<file path="config.mk">
export PLATFORM = sky130hd
export DESIGN_NAME = node_initiator
export DESIGN_NICKNAME = d
export VERILOG_FILES = /design/src/rtl/node_initiator_pkg.sv /design/src/rtl/node_req_fifo.sv /design/src/rtl/node_initiator.sv
export SDC_FILE = /design/constraint.sdc
export NUM_CORES = 1
export LEC_CHECK = 0
export CAP_MARGIN = 20
export CORE_MARGIN = 2
export CORE_UTILIZATION = 38
export CTS_CLUSTER_SIZE = 12
export DETAILED_ROUTE_END_ITERATION = 8
export DONT_BUFFER_PORTS = 1
export GPL_TIMING_DRIVEN = 0
export HOLD_SLACK_MARGIN = 0.03
export PLACE_DENSITY = 0.6
export SLEW_MARGIN = 0
export SYNTH_ARGS = -nofsm -noshare
export SYNTH_HDL_FRONTEND = slang
export SYNTH_SLANG_ARGS = --single-unit
</file>
<file path="constraint.sdc">
create_clock -name CLK -period 2.4 [get_ports CLK]
set_input_delay 0.48 -clock CLK [delete_from_list [all_inputs] [get_ports CLK]]
set_output_delay 0.48 -clock CLK [all_outputs]
set_load 0.03 [all_outputs]
</file>
<file path="src/rtl/node_initiator_pkg.sv">
`default_nettype none
// +--------------------------------------------------------------------------+
// | node_initiator_pkg : shared constants and FSM encoding for node_initiator |
// | Rev 1.0                                                                  |
// +--------------------------------------------------------------------------+
package node_initiator_pkg;

  localparam int c_WIDTH      = 16;
  localparam int c_TIMEOUT    = 255;
  localparam int c_FIFO_DEPTH = 2;

  typedef enum logic [2:0] {
    S_IDLE      = 3'd0,
    S_LAUNCH    = 3'd1,
    S_WAIT_ACK  = 3'd2,
    S_WAIT_DONE = 3'd3,
    S_RESP      = 3'd4
  } state_t;

endpackage
`default_nettype wire

</file>
<file path="src/rtl/node_req_fifo.sv">
`default_nettype none
// +--------------------------------------------------------------------------+
// | node_req_fifo : 2-entry request buffer, push while full is dropped       |
// | Rev 1.0                                                                  |
// +--------------------------------------------------------------------------+
module node_req_fifo
  import node_initiator_pkg::*;
#(
  parameter int DW = 32
) (
  input  logic          CLK,
  input  logic          RST,
  input  logic          push,
  input  logic [DW-1:0] din,
  input  logic          pop,
  output logic [DW-1:0] dout,
  output logic          full,
  output logic          empty
);

  logic [DW-1:0] r_mem [c_FIFO_DEPTH];
  logic          r_wr;
  logic          r_rd;
  logic [1:0]    r_count;
  logic          w_push;
  logic          w_pop;

  assign w_push = push & ~full;
  assign w_pop  = pop & ~empty;
  assign full   = (r_count == 2'(c_FIFO_DEPTH));
  assign empty  = (r_count == 2'd0);
  assign dout   = r_mem[r_rd];

  always_ff @(posedge CLK) begin
    if (w_push) begin
      r_mem[r_wr] <= din;
    end
  end

  always_ff @(posedge CLK) begin
    if (RST) begin
      r_wr    <= 1'b0;
      r_rd    <= 1'b0;
      r_count <= 2'd0;
    end else begin
      if (w_push) r_wr <= ~r_wr;
      if (w_pop)  r_rd <= ~r_rd;
      r_count <= r_count + {1'b0, w_push} - {1'b0, w_pop};
    end
  end

endmodule
`default_nettype wire

</file>
<file path="src/rtl/node_initiator.sv">
`default_nettype none
// +--------------------------------------------------------------------------+
// | node_initiator : queues operand pairs, launches child node, returns rsp  |
// | Rev 1.0                                                                  |
// +--------------------------------------------------------------------------+
module node_initiator
  import node_initiator_pkg::*;
#(
  parameter int WIDTH   = c_WIDTH,
  parameter int TIMEOUT = c_TIMEOUT
) (
  input  logic             CLK,
  input  logic             RST,
  input  logic             REQ_VALID,
  output logic             REQ_READY,
  input  logic [WIDTH-1:0] REQ_A,
  input  logic [WIDTH-1:0] REQ_B,
  output logic             N_ST,
  output logic [WIDTH-1:0] N_IN0,
  output logic [WIDTH-1:0] N_IN1,
  input  logic             N_RD,
  input  logic [WIDTH-1:0] N_RES,
  output logic             RSP_VALID,
  input  logic             RSP_READY,
  output logic [WIDTH-1:0] RSP_DATA,
  output logic             RSP_ERR
);

  localparam int                c_CW       = $clog2(TIMEOUT + 1);
  localparam logic [c_CW-1:0]   c_CNT_LAST = c_CW'(TIMEOUT - 1);

  state_t             r_state;
  logic [c_CW-1:0]    r_cnt;
  logic               r_st;
  logic [WIDTH-1:0]   r_in0;
  logic [WIDTH-1:0]   r_in1;
  logic               r_rsp_valid;
  logic [WIDTH-1:0]   r_rsp_data;
  logic               r_rsp_err;

  logic               w_push;
  logic               w_pop;
  logic               w_full;
  logic               w_empty;
  logic [2*WIDTH-1:0] w_head;

  assign REQ_READY = ~w_full;
  assign w_push    = REQ_VALID & ~w_full;
  // Only pop when the child is idle, so a busy child is never restarted.
  assign w_pop     = (r_state == S_IDLE) & ~w_empty & N_RD;

  node_req_fifo #(
    .DW (2 * WIDTH)
  ) u_fifo (
    .CLK   (CLK),
    .RST   (RST),
    .push  (w_push),
    .din   ({REQ_A, REQ_B}),
    .pop   (w_pop),
    .dout  (w_head),
    .full  (w_full),
    .empty (w_empty)
  );

  always_ff @(posedge CLK) begin
    if (RST) begin
      r_state     <= S_IDLE;
      r_cnt       <= '0;
      r_st        <= 1'b0;
      r_in0       <= '0;
      r_in1       <= '0;
      r_rsp_valid <= 1'b0;
      r_rsp_data  <= '0;
      r_rsp_err   <= 1'b0;
    end else begin
      r_st <= 1'b0;
      case (r_state)
        S_IDLE: begin
          if (w_pop) begin
            r_in0   <= w_head[2*WIDTH-1:WIDTH];
            r_in1   <= w_head[WIDTH-1:0];
            r_st    <= 1'b1;
            r_state <= S_LAUNCH;
          end
        end
        S_LAUNCH: begin
          r_cnt   <= '0;
          r_state <= S_WAIT_ACK;
        end
        S_WAIT_ACK: begin
          if (!N_RD) begin
            r_cnt   <= '0;
            r_state <= S_WAIT_DONE;
          end else if (r_cnt == c_CNT_LAST) begin
            r_rsp_valid <= 1'b1;
            r_rsp_data  <= '0;
            r_rsp_err   <= 1'b1;
            r_state     <= S_RESP;
          end else begin
            r_cnt <= r_cnt + c_CW'(1);
          end
        end
        S_WAIT_DONE: begin
          if (N_RD) begin
            r_rsp_valid <= 1'b1;
            r_rsp_data  <= N_RES;
            r_rsp_err   <= 1'b0;
            r_state     <= S_RESP;
          end else if (r_cnt == c_CNT_LAST) begin
            r_rsp_valid <= 1'b1;
            r_rsp_data  <= '0;
            r_rsp_err   <= 1'b1;
            r_state     <= S_RESP;
          end else begin
            r_cnt <= r_cnt + c_CW'(1);
          end
        end
        S_RESP: begin
          if (RSP_READY) begin
            r_rsp_valid <= 1'b0;
            r_state     <= S_IDLE;
          end
        end
        default: r_state <= S_IDLE;
      endcase
    end
  end

  assign N_ST      = r_st;
  assign N_IN0     = r_in0;
  assign N_IN1     = r_in1;
  assign RSP_VALID = r_rsp_valid;
  assign RSP_DATA  = r_rsp_data;
  assign RSP_ERR   = r_rsp_err;

endmodule
`default_nettype wire

</file>
==> metrics.txt <==
critical path's slowest cell buf_4; CTS clk-pin slew, worst paths approximately 0.06 ns; Crit path max-delay family simple AND/OR/NAND/NOR gates; CP Launch Type flip-flop; Worst Setup End Kind flip-flop; synthesized flop and latch total 130; diodes inserted 0; vias in the first global route roughly 2,800; Final period util around nine tenths; initial antenna violation count 0; placer congestion estimate a little under 0.8; Final Hold Vio Count 0; Post-synth ARST share 0%; DP Wirelength 6.39 mm; Max rail drop VDD 707 µV; final setup fails 0; met2 global-route usage roughly a quarter; synth top area cells edfxtp_1, dfxtp_1, mux2i_1; GR Util met1 15.3%; synthesized net count approximately 420; Clk Latency, worst-skew pair between 0.4 and 0.5 ns; all-layer global routing usage 14.8%; I/O pin total around 110; first-pass GRT wire length between 10 and 15 mm; max cap viols 0; largest net degree at the start of global routing 33; Cells after Synth 366; Post-CTS Hold Buffers 0; Root Driver clkbuf_16; cell row count 40; kind of critical path reg2reg; Die Width about 120 µm; post-synth top area cell edfxtp_1; Die Area between 0.01 and 0.015 mm²; clock sinks 130; worst-path maximum fanout 19; PwrDens between 1000 and 1500 mW/mm²; DR vias/cell between 5 and 6; fmax 0.454 GHz; CTS Buffer Depth 2; final worst slack 0.195 ns; Crit path buffers/inverters 3; slowest stage delay, CP between 0.3 and 0.4 ns; pre-CTS setup slack -0.323 ns; Net count, final approximately 440; yosys warns 0; Port Buffers 0; EDFF count, synth between 60 and 70; first drt pass iteration count 6; Slew @ Worst Pin between 0.8 and 0.9 ns; RSZ-0062 raised after global routing no; Worst Path Required between 2 and 3 ns; Synth top cells by count dfxtp_1, edfxtp_1, nor2_1; Vias about 2,900; reg2reg setup slack between 0.15 and 0.2 ns; GR peak layer met2; syn avg cell area between 10 and 15 µm²; synthesized cell area about 0.0048 mm²; DR DRC count 0; share of Yosys cell area claimed by the top area cell type between 40% and 50%; # H-tree levels 4; area of the core about 0.012 mm²; count of final max-slew check failures 0; met3 GRT Util between 8 and 9%; Hold WC Path Type in2reg; Post-Layout Cell Count roughly 570; Pwr Total 7.24 mW; Iter 0 DRT Violations between 100 and 150; Initial Util around 39%; Top FF cell, synth dfxtp_1; status finished clean; Rel. slew slack 42.2%; Post-DRT Antenna Nets 0; wire length per cell 16.6 µm; Netlist cell types 41; CTS tree built; Tmin final ~2.2 ns; Pleak around 1.9 nW; post-synthesis sequential area ratio between 60% and 70%; fraction of layout cells with a size suffix above 1 about an eighth; clock buffer count from CTS 17; Die Ht around 120 µm; worst clock skew 0.0146 ns; most common cell in the netlist dfxtp_1; Area Growth Syn to Fin 18.2%; WL final 9.42 mm; CP cell instances buf_4 > nor2_1 > nor4b_4 > buf_4 > ha_1 > inv_1 > ha_1 > xor2_1 > xnor2_1 > nor2_1; Worst EP arrival 2.49 ns; DP Cell Count 535; grt ovf 0
[what timing repair did]
item	4_1_cts	5_1_grt
buffers inserted	1	0
endpoints found under the setup margin	2	0
resized for setup	2	0
[layout by cell type, fill, tap and decap left out, types with 11 or more instances in the layout]
master | synthesis | routed
a22o_1 | 16 | 16
dfxtp_1 | 66 | 66
edfxtp_1 | 64 | 64
clkbuf_16 | 0 | 17
a211oi_1 | 34 | 34
nor2_1 | 51 | 50
mux2i_1 | 33 | 33
clkbuf_1 | 11 | 14
a21oi_1 | 11 | 11
inv_1 | 12 | 12
[routing by layer]
layer / wire [µm] / vias to the layer above
li1: - / 1402
met1: 3600 / 1341
met2: 4650 / 103
met3: 1010 / 11
met4: 153 / 0
met5: 0 / -
[state kept, by name, indices dropped and copies added (netlist names), 2 cells and up]
register	cells
N_IN0	16
N_IN1	16
RSP_DATA	16
r_cnt	8
r_state	3
u_fifo.r_count	2
u_fifo.r_mem	64
[metrics by stage]
stage / instance area (µm²) / setup TNS (ns) / hold WS, ns / utilization, %
2_1_floorplan: 4780 / 0 / 0.467 / -
3_3_place_gp: 4990 / -13.46 / 0.482 / 41.1
3_5_place_dp: 5030 / -0.477 / 0.497 / 41.3
4_1_cts: 5650 / 0 / 0.140 / 46.5
5_1_grt: 5650 / 0 / 0.130 / 46.5
6_report: 5650 / 0 / 0.155 / 46.5
[worst reg2reg max path: cells and delay by family, from the launching register on]
| family | cells | cell delay [ns] |
|---|---|---|
| and+or+nand+nor | 3 | 0.54 |
| buffers and inverters | 3 | 0.53 |
| adders and majority gates | 2 | 0.42 |
| xor gates and xnor gates | 2 | 0.31 |
| DFF | 1 | 0.29 |
[cell families (layout without fill, tap and decap cells)]
logic type,count (synthesis),in the layout,share of synthesized area (%)
buffers and inverters,35,68,3.19
muxes,33,33,6.91
and+or+nand+nor,81,81,7.98
AOI/OAI and AO/OA,77,77,11.9
adders and majority gates,5,5,1.26
DFF,130,130,67.8
xor gates and xnor gates,5,5,0.916
[final cells by class]
class / instances / area [µm²]
Tap cell: 168 / 210
Timing Repair Buffer: 2 / 35.0
Buffer: 22 / 105
Clock inverter: 9 / 130
Fill cell: 1097 / 6510
Clock buffer: 23 / 478
Inverter: 12 / 45.0
Multi-Input combinational cell: 201 / 1400
Sequential cell: 130 / 3240
[power breakdown]
part | internal, mW | total (mW) | switching, mW
Clock | 1.71 | 2.59 | 0.881
Combinational | 0.529 | 1.33 | 0.804
Sequential | 2.75 | 3.31 | 0.560
[worst paths after layout]
| kind | to | from | cells past startpoint |
|---|---|---|---|
| worst max-delay path | u_fifo.r_count[1]$_SDFF_PP0_ | r_state[0]$_SDFFE_PP0P_ | 10 |
| worst max register to register | u_fifo.r_count[1]$_SDFF_PP0_ | r_state[0]$_SDFFE_PP0P_ | 10 |
| worst min-delay path | u_fifo.r_mem[0][9]$_DFFE_PP_ | REQ_B[9] | 0 |
| worst min register to register | r_cnt[7]$_SDFFE_PP0P_ | r_cnt[7]$_SDFFE_PP0P_ | 2 |
Note: power is estimated with default switching activity, not from simulation.
